--- config.mk ---
export PLATFORM = sky130hd
export DESIGN_NAME = pc_unit
export DESIGN_NICKNAME = d
export VERILOG_FILES = /design/src/rtl/pc_pkg.sv /design/src/rtl/pc_unit_ras_stack.sv /design/src/rtl/pc_unit.sv
export SDC_FILE = /design/constraint.sdc
export NUM_CORES = 1
export LEC_CHECK = 0
export ABC_AREA = 1
export CAP_MARGIN = 15
export CORE_MARGIN = 3
export CORE_UTILIZATION = 29
export CTS_BUF_LIST = sky130_fd_sc_hd__clkbuf_4
export DETAILED_ROUTE_END_ITERATION = 10
export HOLD_SLACK_MARGIN = 0.12
export PLACE_DENSITY = 0.51
export SLEW_MARGIN = 20
export SYNTH_ARGS = -nofsm -noshare
export SYNTH_HDL_FRONTEND = slang
export SYNTH_SLANG_ARGS = --single-unit
--- constraint.sdc ---
create_clock -name clk -period 2.93 [get_ports clk]
set_clock_uncertainty 0.05 [all_clocks]
set_input_delay 0.586 -clock clk [delete_from_list [all_inputs] [get_ports clk]]
set_output_delay 0.586 -clock clk [all_outputs]
set_load 0.05 [all_outputs]
--- src/rtl/pc_pkg.sv ---
// -----------------------------------------------------------------------------
// pc_pkg
// Shared definitions for the fetch-stage program-counter unit.
//   npc_op_t      : 3-bit next-PC operation issued by the decode stage
//   SEQ/BR/J/JR/JAL : operation encodings (unlisted codes behave as SEQ)
//   DEF_RESET_PC  : default PC loaded on reset
//   DEF_EXC_VEC   : default exception handler entry
// -----------------------------------------------------------------------------
package pc_pkg;

   typedef logic [2:0] npc_op_t;

   localparam npc_op_t SEQ = 3'b000;
   localparam npc_op_t BR  = 3'b001;
   localparam npc_op_t J   = 3'b010;
   localparam npc_op_t JR  = 3'b011;
   localparam npc_op_t JAL = 3'b100;

   localparam logic [31:0] DEF_RESET_PC = 32'h0000_3000;
   localparam logic [31:0] DEF_EXC_VEC  = 32'h0000_4180;

endpackage

--- src/rtl/pc_unit_ras_stack.sv ---
// -----------------------------------------------------------------------------
// ras_stack
// Monitoring-only return-address stack with circular storage.
//   clk, reset_n : clock, asynchronous active-low reset
//   push         : push push_data (overwrites the oldest entry when full)
//   pop          : pop the top and compare it against cmp_data
//   push_data    : return address to record
//   cmp_data     : actual return target used for the comparison
//   miss_cnt     : saturating count of mispredicted / empty-stack returns
//   empty        : stack holds no entries
// push and pop are never asserted together by the parent.
// -----------------------------------------------------------------------------
module ras_stack #(
   parameter int DEPTH = 4,
   parameter int WIDTH = 32
) (
   input  logic             clk,
   input  logic             reset_n,
   input  logic             push,
   input  logic             pop,
   input  logic [WIDTH-1:0] push_data,
   input  logic [WIDTH-1:0] cmp_data,
   output logic [15:0]      miss_cnt,
   output logic             empty
);

   localparam int PW = $clog2(DEPTH);
   localparam logic [PW:0] FULL_CNT = DEPTH[PW:0];

   logic [WIDTH-1:0] mem [DEPTH];
   logic [PW-1:0]    top_reg;     // next free slot; top entry sits just below
   logic [PW:0]      count_reg;
   logic [15:0]      miss_reg;
   logic [PW-1:0]    top_idx;
   logic             miss;

   assign top_idx = top_reg - 1'b1;
   // An empty-stack pop has nothing to compare against and is always a miss.
   assign miss    = pop && ((count_reg == '0) || (mem[top_idx] != cmp_data));

   // Storage needs no reset: count gates every read.
   always_ff @(posedge clk) begin
      if (push) begin
         mem[top_reg] <= push_data;
      end
   end

   always_ff @(posedge clk or negedge reset_n) begin
      if (!reset_n) begin
         top_reg   <= '0;
         count_reg <= '0;
         miss_reg  <= '0;
      end else begin
         if (push) begin
            // When full, top_reg already points at the oldest slot, so the
            // write overwrites it and the pointer simply wraps.
            top_reg <= top_reg + 1'b1;
            if (count_reg != FULL_CNT) begin
               count_reg <= count_reg + 1'b1;
            end
         end else if (pop && (count_reg != '0)) begin
            top_reg   <= top_idx;
            count_reg <= count_reg - 1'b1;
         end
         if (miss && (miss_reg != 16'hFFFF)) begin
            miss_reg <= miss_reg + 1'b1;
         end
      end
   end

   assign miss_cnt = miss_reg;
   assign empty    = (count_reg == '0);

endmodule

--- src/rtl/pc_unit.sv ---
// -----------------------------------------------------------------------------
// pc_unit
// Fetch-stage program counter with next-PC selection for the five-stage MIPS
// pipeline. Optional return-address stack enabled by defining PC_UNIT_RAS_EN.
//   clk, reset_n  : clock, asynchronous active-low reset
//   stall         : hold the fetch PC
//   d_valid       : decode-stage instruction is real (not a bubble)
//   npc_op        : decode-stage control-flow op (pc_pkg encodings)
//   eq            : branch condition for BR
//   d_pc          : PC of the decode-stage instruction
//   imm26         : jump index / branch offset ([15:0])
//   ra            : forwarded rs value, JR target
//   jr_is_ra      : JR source is $31
//   exc_req, eret : exception entry / return (override stall)
//   epc           : ERET return address
//   pc            : registered fetch PC
//   link_addr     : d_pc + 8 (combinational)
//   ras_miss_cnt  : saturating RAS return-misprediction count (0 without RAS)
//   ras_empty     : RAS empty flag (1 without RAS)
// -----------------------------------------------------------------------------
module pc_unit
   import pc_pkg::*;
#(
   parameter int               WIDTH     = 32,
   parameter logic [WIDTH-1:0] RESET_PC  = WIDTH'(DEF_RESET_PC),
   parameter logic [WIDTH-1:0] EXC_VEC   = WIDTH'(DEF_EXC_VEC),
   parameter int               RAS_DEPTH = 4
) (
   input  logic             clk,
   input  logic             reset_n,
   input  logic             stall,
   input  logic             d_valid,
   input  npc_op_t          npc_op,
   input  logic             eq,
   input  logic [WIDTH-1:0] d_pc,
   input  logic [25:0]      imm26,
   input  logic [WIDTH-1:0] ra,
   input  logic             jr_is_ra,
   input  logic             exc_req,
   input  logic             eret,
   input  logic [WIDTH-1:0] epc,
   output logic [WIDTH-1:0] pc,
   output logic [WIDTH-1:0] link_addr,
   output logic [15:0]      ras_miss_cnt,
   output logic             ras_empty
);

   localparam logic [WIDTH-1:0] FOUR  = WIDTH'(4);
   localparam logic [WIDTH-1:0] EIGHT = WIDTH'(8);

   logic [WIDTH-1:0] pc_reg;
   logic [WIDTH-1:0] pc_next;
   logic [WIDTH-1:0] seq_pc;
   logic [WIDTH-1:0] d_pc4;
   logic [WIDTH-1:0] br_target;
   logic [WIDTH-1:0] j_target;

   assign seq_pc    = pc_reg + FOUR;
   assign d_pc4     = d_pc + FOUR;
   assign br_target = d_pc4 + {{(WIDTH-18){imm26[15]}}, imm26[15:0], 2'b00};
   assign j_target  = {d_pc4[WIDTH-1:28], imm26, 2'b00};
   assign link_addr = d_pc + EIGHT;

   always_comb begin
      pc_next = seq_pc;
      if (exc_req) begin
         pc_next = EXC_VEC;
      end else if (eret) begin
         pc_next = epc;
      end else if (stall) begin
         pc_next = pc_reg;
      end else if (d_valid) begin
         case (npc_op)
            // Not-taken branch keeps fetching from pc, preserving the delay slot.
            BR:      pc_next = eq ? br_target : seq_pc;
            J, JAL:  pc_next = j_target;
            JR:      pc_next = ra;
            default: pc_next = seq_pc;
         endcase
      end
   end

   always_ff @(posedge clk or negedge reset_n) begin
      if (!reset_n) begin
         pc_reg <= RESET_PC;
      end else begin
         pc_reg <= pc_next;
      end
   end

   assign pc = pc_reg;

`ifdef PC_UNIT_RAS_EN
   logic ras_upd;
   logic ras_push;
   logic ras_pop;

   // Exception/ERET and stalls suppress RAS activity for the cycle.
   assign ras_upd  = d_valid && !stall && !exc_req && !eret;
   assign ras_push = ras_upd && (npc_op == JAL);
   assign ras_pop  = ras_upd && (npc_op == JR) && jr_is_ra;

   ras_stack #(
      .DEPTH (RAS_DEPTH),
      .WIDTH (WIDTH)
   ) u_ras (
      .clk       (clk),
      .reset_n   (reset_n),
      .push      (ras_push),
      .pop       (ras_pop),
      .push_data (link_addr),
      .cmp_data  (ra),
      .miss_cnt  (ras_miss_cnt),
      .empty     (ras_empty)
   );
`else
   logic unused_ras;
   assign unused_ras   = jr_is_ra ^ RAS_DEPTH[0];
   assign ras_miss_cnt = '0;
   assign ras_empty    = 1'b1;
`endif

endmodule

# Word level (Yosys, flattened, before mapping)
# Index checks and enable logic that the tools add are counted.
[classes] addsub=4 multipliers=0 div=0 order_cmp=0 eq_ne=5 shifts=0 muxes=6 bitwise=0 n_reduce_logical=1
[ops] op="32-bit two-way mux" count=5
[ops] op="32-bit case mux with 3 select lines" count=1
[ops] op="32-bit by 3-bit adder with 32-bit output, second input constant" count=2
[ops] op="32-bit adder" count=1
[ops] op="32-bit by 4-bit adder with 32-bit output, second input constant" count=1
[ops] op="3-bit by 2-bit equality test with 1-bit output, second input constant" count=2
[ops] op="3-bit by 1-bit equality test with 1-bit output, second input constant" count=1
[ops] op="3-bit equality test, second input constant" count=1
[ops] op="3-bit by 1-bit inequality test with 1-bit output, second input constant" count=1
[ops] op="2-bit OR reduction" count=1
[totals] ff_bits=32 latchBits=0 ramBits=0 rom_bits=0 in_bits=133 output_inout_bits=81 elab_cells=17 memories=0

# Longest topological paths before layout
# Gate-level depths: netlist of run 1.
[logic_depth] ltp_word=8 mapped_depth=29 ltp_nobuf=29

# Worst setup path before layout of run 1
# Ideal clock, no wire load.
[synth_timing] kind="in2reg" from="in d_pc[3]" to="reg pc_reg[30] (netlist: pc[30])" setup_ns=0.118 t_arrival_ns=3.724 slack_ns=-0.962 path_stages=26 n_path_buf=0 path_cell_list="ha_1 inv_1 nor2_2 inv_2 nor2_4 inv_2 nor2_4 nand3_1 xnor2_1 mux2i_1 inv_1 ha_1 nand2_1 nand2_1 nand2_1 nand2_1 a21oi_1 nor2_1 nor2_1 nand3b_1 nand3_1 nand2_1 nand2_1 nand2_1 nand2_1 nand2_1"
[synth_between] elab_chain_cells=8
[synth_lines] item="start: declaration" line="pc_unit.sv:35" rtl="input logic [WIDTH-1:0] d_pc,"
[synth_lines] item="32-bit by 3-bit adder with 32-bit output *" line="pc_unit.sv:59" rtl="assign d_pc4 = d_pc + FOUR;"
[synth_lines] item="32-bit adder" line="pc_unit.sv:60" rtl="assign br_target = d_pc4 + {{(WIDTH-18){imm26[15]}}, imm26[15:0], 2'b00};"
[synth_lines] item="32-bit two-way mux" line="pc_unit.sv:75" rtl="BR: pc_next = eq ? br_target : seq_pc;"
[synth_lines] item="32-bit case mux with 3 select lines *" line="pc_unit.sv:73" rtl="case (npc_op)"
[synth_lines] item="32-bit two-way mux *" line="pc_unit.sv:72" rtl="end else if (d_valid) begin"
[synth_lines] item="32-bit two-way mux *" line="pc_unit.sv:70" rtl="end else if (stall) begin"
[synth_lines] item="32-bit two-way mux *" line="pc_unit.sv:68" rtl="end else if (eret) begin"
[synth_lines] item="32-bit two-way mux *" line="pc_unit.sv:66" rtl="if (exc_req) begin"
[synth_lines] item="end signal: assignment" line="pc_unit.sv:87" rtl="pc_reg <= pc_next;"
[synth_lines] item="end: declaration" line="pc_unit.sv:51" rtl="logic [WIDTH-1:0] pc_reg;"
# Every way passes the cells marked *; elsewhere a longest branch is shown, timed or not. The select of a mux whose other input is x is not followed.
# A chain may end at the register's enable or synchronous reset.

# Worst setup path after layout of run 1
# Ends and elaborated chain as after synthesis.

==> results of run 1 <==
[cells in the final DEF, fill, tap and decap left out, types with 21 or more instances in the layout]
cell type	Yosys	layout
a21oi_1	45	24
a22o_1	21	21
buf_12	0	38
buf_4	23	242
buf_6	0	48
clkdlybuf4s50_1	0	141
dfrtp_1	30	30
inv_1	160	138
inv_2	6	25
nand2_1	406	306
nand2_2	14	90
nand2_4	0	22
nand3_1	73	41
nand3_2	3	28
nor2_1	152	104
nor2_2	9	28
nor2_4	11	40
o21ai_0	40	28
xor2_1	49	35
[per-stage QoR]
stage	utilization [%]	area [um2]	TNS, ns	hold WS, ns	worst slack (ns)
after detailed placement	49.7	11400	-36.29	0.480	-1.41
after global routing	58.4	13400	-7.87	0.545	-0.537
after floorplan	-	7210	-4.87	0.240	-0.390
after global placement	49.7	11400	-35.28	0.479	-1.39
final	58.4	13400	-4.56	0.506	-0.355
after CTS	54.9	12600	-5.15	0.504	-0.376
[power groups by stage]
stage | clock (mW) | sequential [mW] | combinational (mW)
6_report | 0.379 | 0.556 | 2.39
2_1_floorplan | 0 | 0.675 | 0.892
3_5_place_dp | 0 | 0.563 | 1.97
5_1_grt | 0.407 | 0.564 | 2.55
3_3_place_gp | 0 | 0.563 | 1.97
4_1_cts | 0.382 | 0.555 | 2.19
[final cells by class]
| class | instances | area, um2 | area share [%] |
|---|---|---|---|
| clock inverters | 3 | 42.5 | 0.318 |
| multi-input cells | 993 | 6780 | 50.7 |
| flip-flops and latches | 32 | 803 | 6.00 |
| clock buffers | 5 | 37.5 | 0.280 |
| repair buffers | 489 | 4700 | 35.1 |
| diodes | 1 | 2.50 | 0.0187 |
| well taps | 313 | 392 | 2.92 |
| inverters | 167 | 634 | 4.74 |
[worst min-delay path, cell delays in order, from the launching register on]
cell and delay, ns:
dfrtp_1 0.40, inv_1 0.05, o21ai_0 0.08
[worst paths after layout]
| kind | endpoint | slack, ns | cells past startpoint |
|---|---|---|---|
| max in group asynchronous | pc[12] | 1.89 | 2 |
| worst max register to register | pc[26] | 0.47 | 13 |
| worst max-delay path | pc[30] | -0.36 | 28 |
| min in group asynchronous | pc[17] | 0.58 | 2 |
| worst min register to register | pc[0] | 0.51 | 2 |
| worst min-delay path | pc[0] | 0.51 | 2 |
[routing by layer]
metal	share of wire [%]	vias to the layer above	global-route usage (%)	wire, um
met2	44	373	39.1	15100
li1	-	4779	-	-
met3	7.2	58	4.70	2500
met1	46	4427	36.8	16100
met4	2.8	2	6.86	965
met5	0.037	-	0	13
[logic make-up (layout without fill, tap and decap cells)]
group | after synthesis | count (layout)
mux | 3 | 3
flops | 32 | 32
simple gates | 725 | 725
compound gates | 145 | 145
fa+ha+maj | 37 | 37
buf+inv | 215 | 664
xor+xnor | 66 | 66
other cells | 2 | 18
[timing repair]
item,4_1_cts,5_1_grt
gates cloned,0,0
hold endpoints to repair,0,0
buffers inserted,28,27
pin swaps,90,132
setup endpoints to repair,48,38
gates resized for setup,278,193
==> results.sh, run 1 <==
export IMPL_cpMostUsedCell="nand2_1"
export IMPL_switchingPower_mw=1.59
export IMPL_drc_errors=0
export IMPL_critical_path_startpoint="d_pc[3]"
export IMPL_io_pins=214
export IMPL_grt_setup_unrepaired="true"
export IMPL_drtAntennaViolNets=0
export IMPL_finalPower_mw=3.33
export IMPL_violations="negative setup slack"
export IMPL_cp_slowest_cell="ha_1"
export IMPL_synthCells=1225
export IMPL_cp_max_fo=3
export IMPL_ys_ff_latch=32
export IMPL_dp_cells=1942
export IMPL_worstSkewPairLatency_ns=0.37
export IMPL_synthTopCellsByArea="nand2_1 22%, dfrtp_1 11%, inv_1 8.7%"
export IMPL_outcome="finished, violations left"
export IMPL_num_vias=9639
export IMPL_synth_commonest_cells="406 x nand2_1, 160 x inv_1, 152 x nor2_1"
export IMPL_synth_edf_count=0
export IMPL_avgSynthCellArea_um2=5.60
export IMPL_synthSimpleGateAreaFrac_pct=45.5
export IMPL_tightest_slew_ns=0.692
export IMPL_cts_reportedPaths_clkPinSlew_ns=0.13
export IMPL_track_usage_pct=25.6
export IMPL_drt_iter0_drc=681
export IMPL_cts_max_level=2
export IMPL_start_util_pct=30.0
export IMPL_power_density_mw_per_mm2=248
export IMPL_p_leak_nw=6.33
export IMPL_path_buf_inv=6
export IMPL_cts_made_buffers=5
export IMPL_num_fill_cells=2180
export IMPL_wl_per_cell_um=17.3
export IMPL_post_drt_via_cell_ratio=4.81
export IMPL_min_period_ns=3.29
export IMPL_coreArea_mm2=0.0229
export IMPL_end_kind="register"
export IMPL_p_int_mw=1.74
export IMPL_die_h_um=160
export IMPL_synth_fa_ha_area_share_pct=6.85
export IMPL_syn_to_final_growth_pct=95.1
export IMPL_maxCapViolCount=0
export IMPL_synth_most_common_cell="nand2_1"
export IMPL_dr_pass1_iters=5
export IMPL_port_buffers=195
export IMPL_synth_warnings=0
export IMPL_gp_congestion=0.935
export IMPL_dieArea_mm2=0.0256
export IMPL_ys_flop_type="dfrtp_1"
export IMPL_fmax_ghz=0.304
export IMPL_fin_nets=1858
export IMPL_arrival_ns=3.50
export IMPL_root_buffer="clkbuf_4"
export IMPL_drive_above_1_share_pct=40.7
export IMPL_cts_hold_buf=0
export IMPL_grt_max_degree=38
export IMPL_synthMuxAreaShare_pct=0.437
export IMPL_ys_seq_area_share_pct=11.7
export IMPL_hpwl_um=27900
export IMPL_placementRows=55
export IMPL_grt_overflow_total=0
export IMPL_die_w_um=160
export IMPL_yosys_area_top_type_share_pct=22.2
export IMPL_grt_pass1_wl_um=52000
export IMPL_setup_violations=20
export IMPL_slowest_delay_ns=0.36
export IMPL_critical_path_top_delay_family="simple AND/OR/NAND/NOR gates"
export IMPL_drt_total_wl_um=34700
export IMPL_fin_cells=2003
export IMPL_required_ns=3.14
export IMPL_hold_violations=0
export IMPL_antenna_found_initial=2
export IMPL_hp_start="pc[0]"
export IMPL_period_share_pct=112
export IMPL_relSlewSlack_pct=53.4
export IMPL_worstSetupStartpointType="input port"
export IMPL_synth_cell_type_count=52
export IMPL_yosys_area_top_type="nand2_1"
export IMPL_synth_compound_area_share_pct=13.1
export IMPL_hold_class="reg2reg"
export IMPL_clockBufferDepth=2
export IMPL_seq_power_share_pct=16.7
export IMPL_largest_register_ffs=32
export IMPL_r2r_start="pc[2]"
export IMPL_clock_sinks=32
export IMPL_power_frac_comb_pct=71.9
export IMPL_syn_area_mm2=0.00686
export IMPL_peakVddDrop_mv=0.144
export IMPL_synth_top_family_by_area="simple AND/OR/NAND/NOR gates"
export IMPL_synth_xor_area_share_pct=8.42
export IMPL_switching_share_pct=47.7
export IMPL_grt_pass1_vias=9416
export IMPL_critical_path_class="in2reg"
export IMPL_cts_tree="yes"
export IMPL_synthArstFlopShare_pct=100
export IMPL_layout_setup_ws_ns=-0.355
export IMPL_pwr_share_clk_pct=11.4
export IMPL_drv_slew=0
No activity file was read; power rests on OpenSTA's default activity.
==> inputs of run 2 (changes only) <==
CAP_MARGIN = 30   (was 15)
==> results of run 2 <==
No change in the layout: final DEF, timing and power equal those of run 1.
==> patch (settings of run 1) <==
Add a define of `PC_UNIT_RAS_EN`.
--- a/src/rtl/pc_unit.sv
+++ b/src/rtl/pc_unit.sv
@@ -18,6 +18,8 @@
 //   ras_miss_cnt  : saturating RAS return-misprediction count (0 without RAS)
 //   ras_empty     : RAS empty flag (1 without RAS)
 // -----------------------------------------------------------------------------
+`define PC_UNIT_RAS_EN
+
 module pc_unit
    import pc_pkg::*;
 #(
Formal check against the unedited RTL: not equivalent (Yosys sat finds a counterexample within 4 cycles, from zero or initial values and one cycle with reset_n low).
==> patch against run 1 <==
Wire length up 66%. Sequential cell count rose by 149. Design area up 49%. Worst setup slack better by 0.42 ns. Largest cell class unchanged. Area after synthesis up 93%. Combinational power increased by 87%. Non-clock buffer count is 49 higher. Largest power group unchanged. Power increased to 2.7 times the old value. Global-route usage fell by 1.8 points.
==> patch: results <==
[finish]
nets = 2501
layout-drive-gt1-share_pct = 25.96
largest_register_ffs = 128

[clocking]
cts_made_buffers = 17
holdBufCountCts = 1
cts_post_setup_buffers_inserted = 27
cts_resized = 161
insertion_delay_ns = 0.66
cts.clk_slew.worst_paths_ns = 0.20

[power_and_ir_drop]
peakVddDrop_v = 0.0003372
powerSeq_mw = 2.92
p_leak_nw = 8.836
netSwitchingFraction_pct = 44.46

[synth]
synth_edf_count = 128
synthArstFlopShare_pct = 29.28
synth-xor-area-share_pct = 6.275
synth_adder_area_share_pct = 4.177
synth-seq-area-share_pct = 39.07
synthTopCellsByArea = edfxtp_1 (29%), nand2_1 (17%), dfrtp_1 (9.6%)
yosys.cell_types.count = 59

[placement]
gp_congestion = 1.015
port_buffers = 213

[sta]
worstMarginPinSlew_ns = 0.7059

[grt]
grt_usage_pct = 23.76
met2_usage_pct = 37.72
met3_usage_pct = 3.461
grt_max_degree = 67

[route]
drt_iter0_drc = 1143
wl_met3_um = 3357
top_layer_used = met4
wl_met1_um = 26680
via_per_inst = 4.878

[worst_setup_path]
slowest_stage = ha_4

[hold_path]
min_path_type = primary input to register

[run_status]
status = finished clean
## patch: cell count changes in the layout (fill, tap and decap cells not counted), sizes merged, moves of 12 or more
cell | before | now
conb | 17 | 0
edfxtp | 0 | 128
a22o | 21 | 6
nand3 | 77 | 176
nand4 | 18 | 30
inv | 166 | 210
dfrtp | 30 | 51
clkbuf | 12 | 33
o21ai | 49 | 90
buf | 334 | 359
nand2 | 420 | 607
xor2 | 49 | 70
## patch: metrics by stage
stage	cell area, µm²	setup slack [ns]	power, mW	hold WS, ns	instances
2_1_floorplan	13470	-0.6136	5.479	0.2404	1819
3_3_place_gp	18600	-1.465	7.215	0.4555	2857
3_5_place_dp	18600	-1.389	7.220	0.4550	2857
4_1_cts	19640	0.002193	8.943	0.3405	2917
5_1_grt	20000	-0.1834	9.524	0.2229	2931
6_report	20000	0.06589	8.987	0.2899	2931
## patch: area by class of cell
| type | count | area (µm²) |
|---|---|---|
| fill | 4542 | 24710 |
| multi-input combinational | 1380 | 7983 |
| sequential | 181 | 5174 |
| timing repair buffer | 538 | 4984 |
| inverter | 207 | 780.7 |
| tap | 592 | 740.7 |
| clock inverter | 15 | 203.9 |
| clock buffer | 17 | 127.6 |
| antenna | 1 | 2.502 |
## patch: critical path: cells and delay by family
kind                     cells  cell delay, ns
AND/OR/NAND/NOR             19            1.71
XOR/XNOR                     1            0.09
buffers and inverters        4            0.55
adder cells (fa/ha/maj)      1            0.32
multiplexers                 1            0.14
## patch: final timing paths
path | end | startpoint | slack, ns
max | pc[29] | d_pc[16] | 0.07
min | u_ras.mem[3][4] | d_pc[3] | 0.29
max reg2reg | u_ras.miss_cnt[7] | u_ras.top_reg[0] | 0.28
min reg2reg | pc[13] | pc[13] | 0.47
max in group asynchronous | pc[13] | reset_n | 1.60
min in group asynchronous | u_ras.miss_cnt[12] | reset_n | 0.44
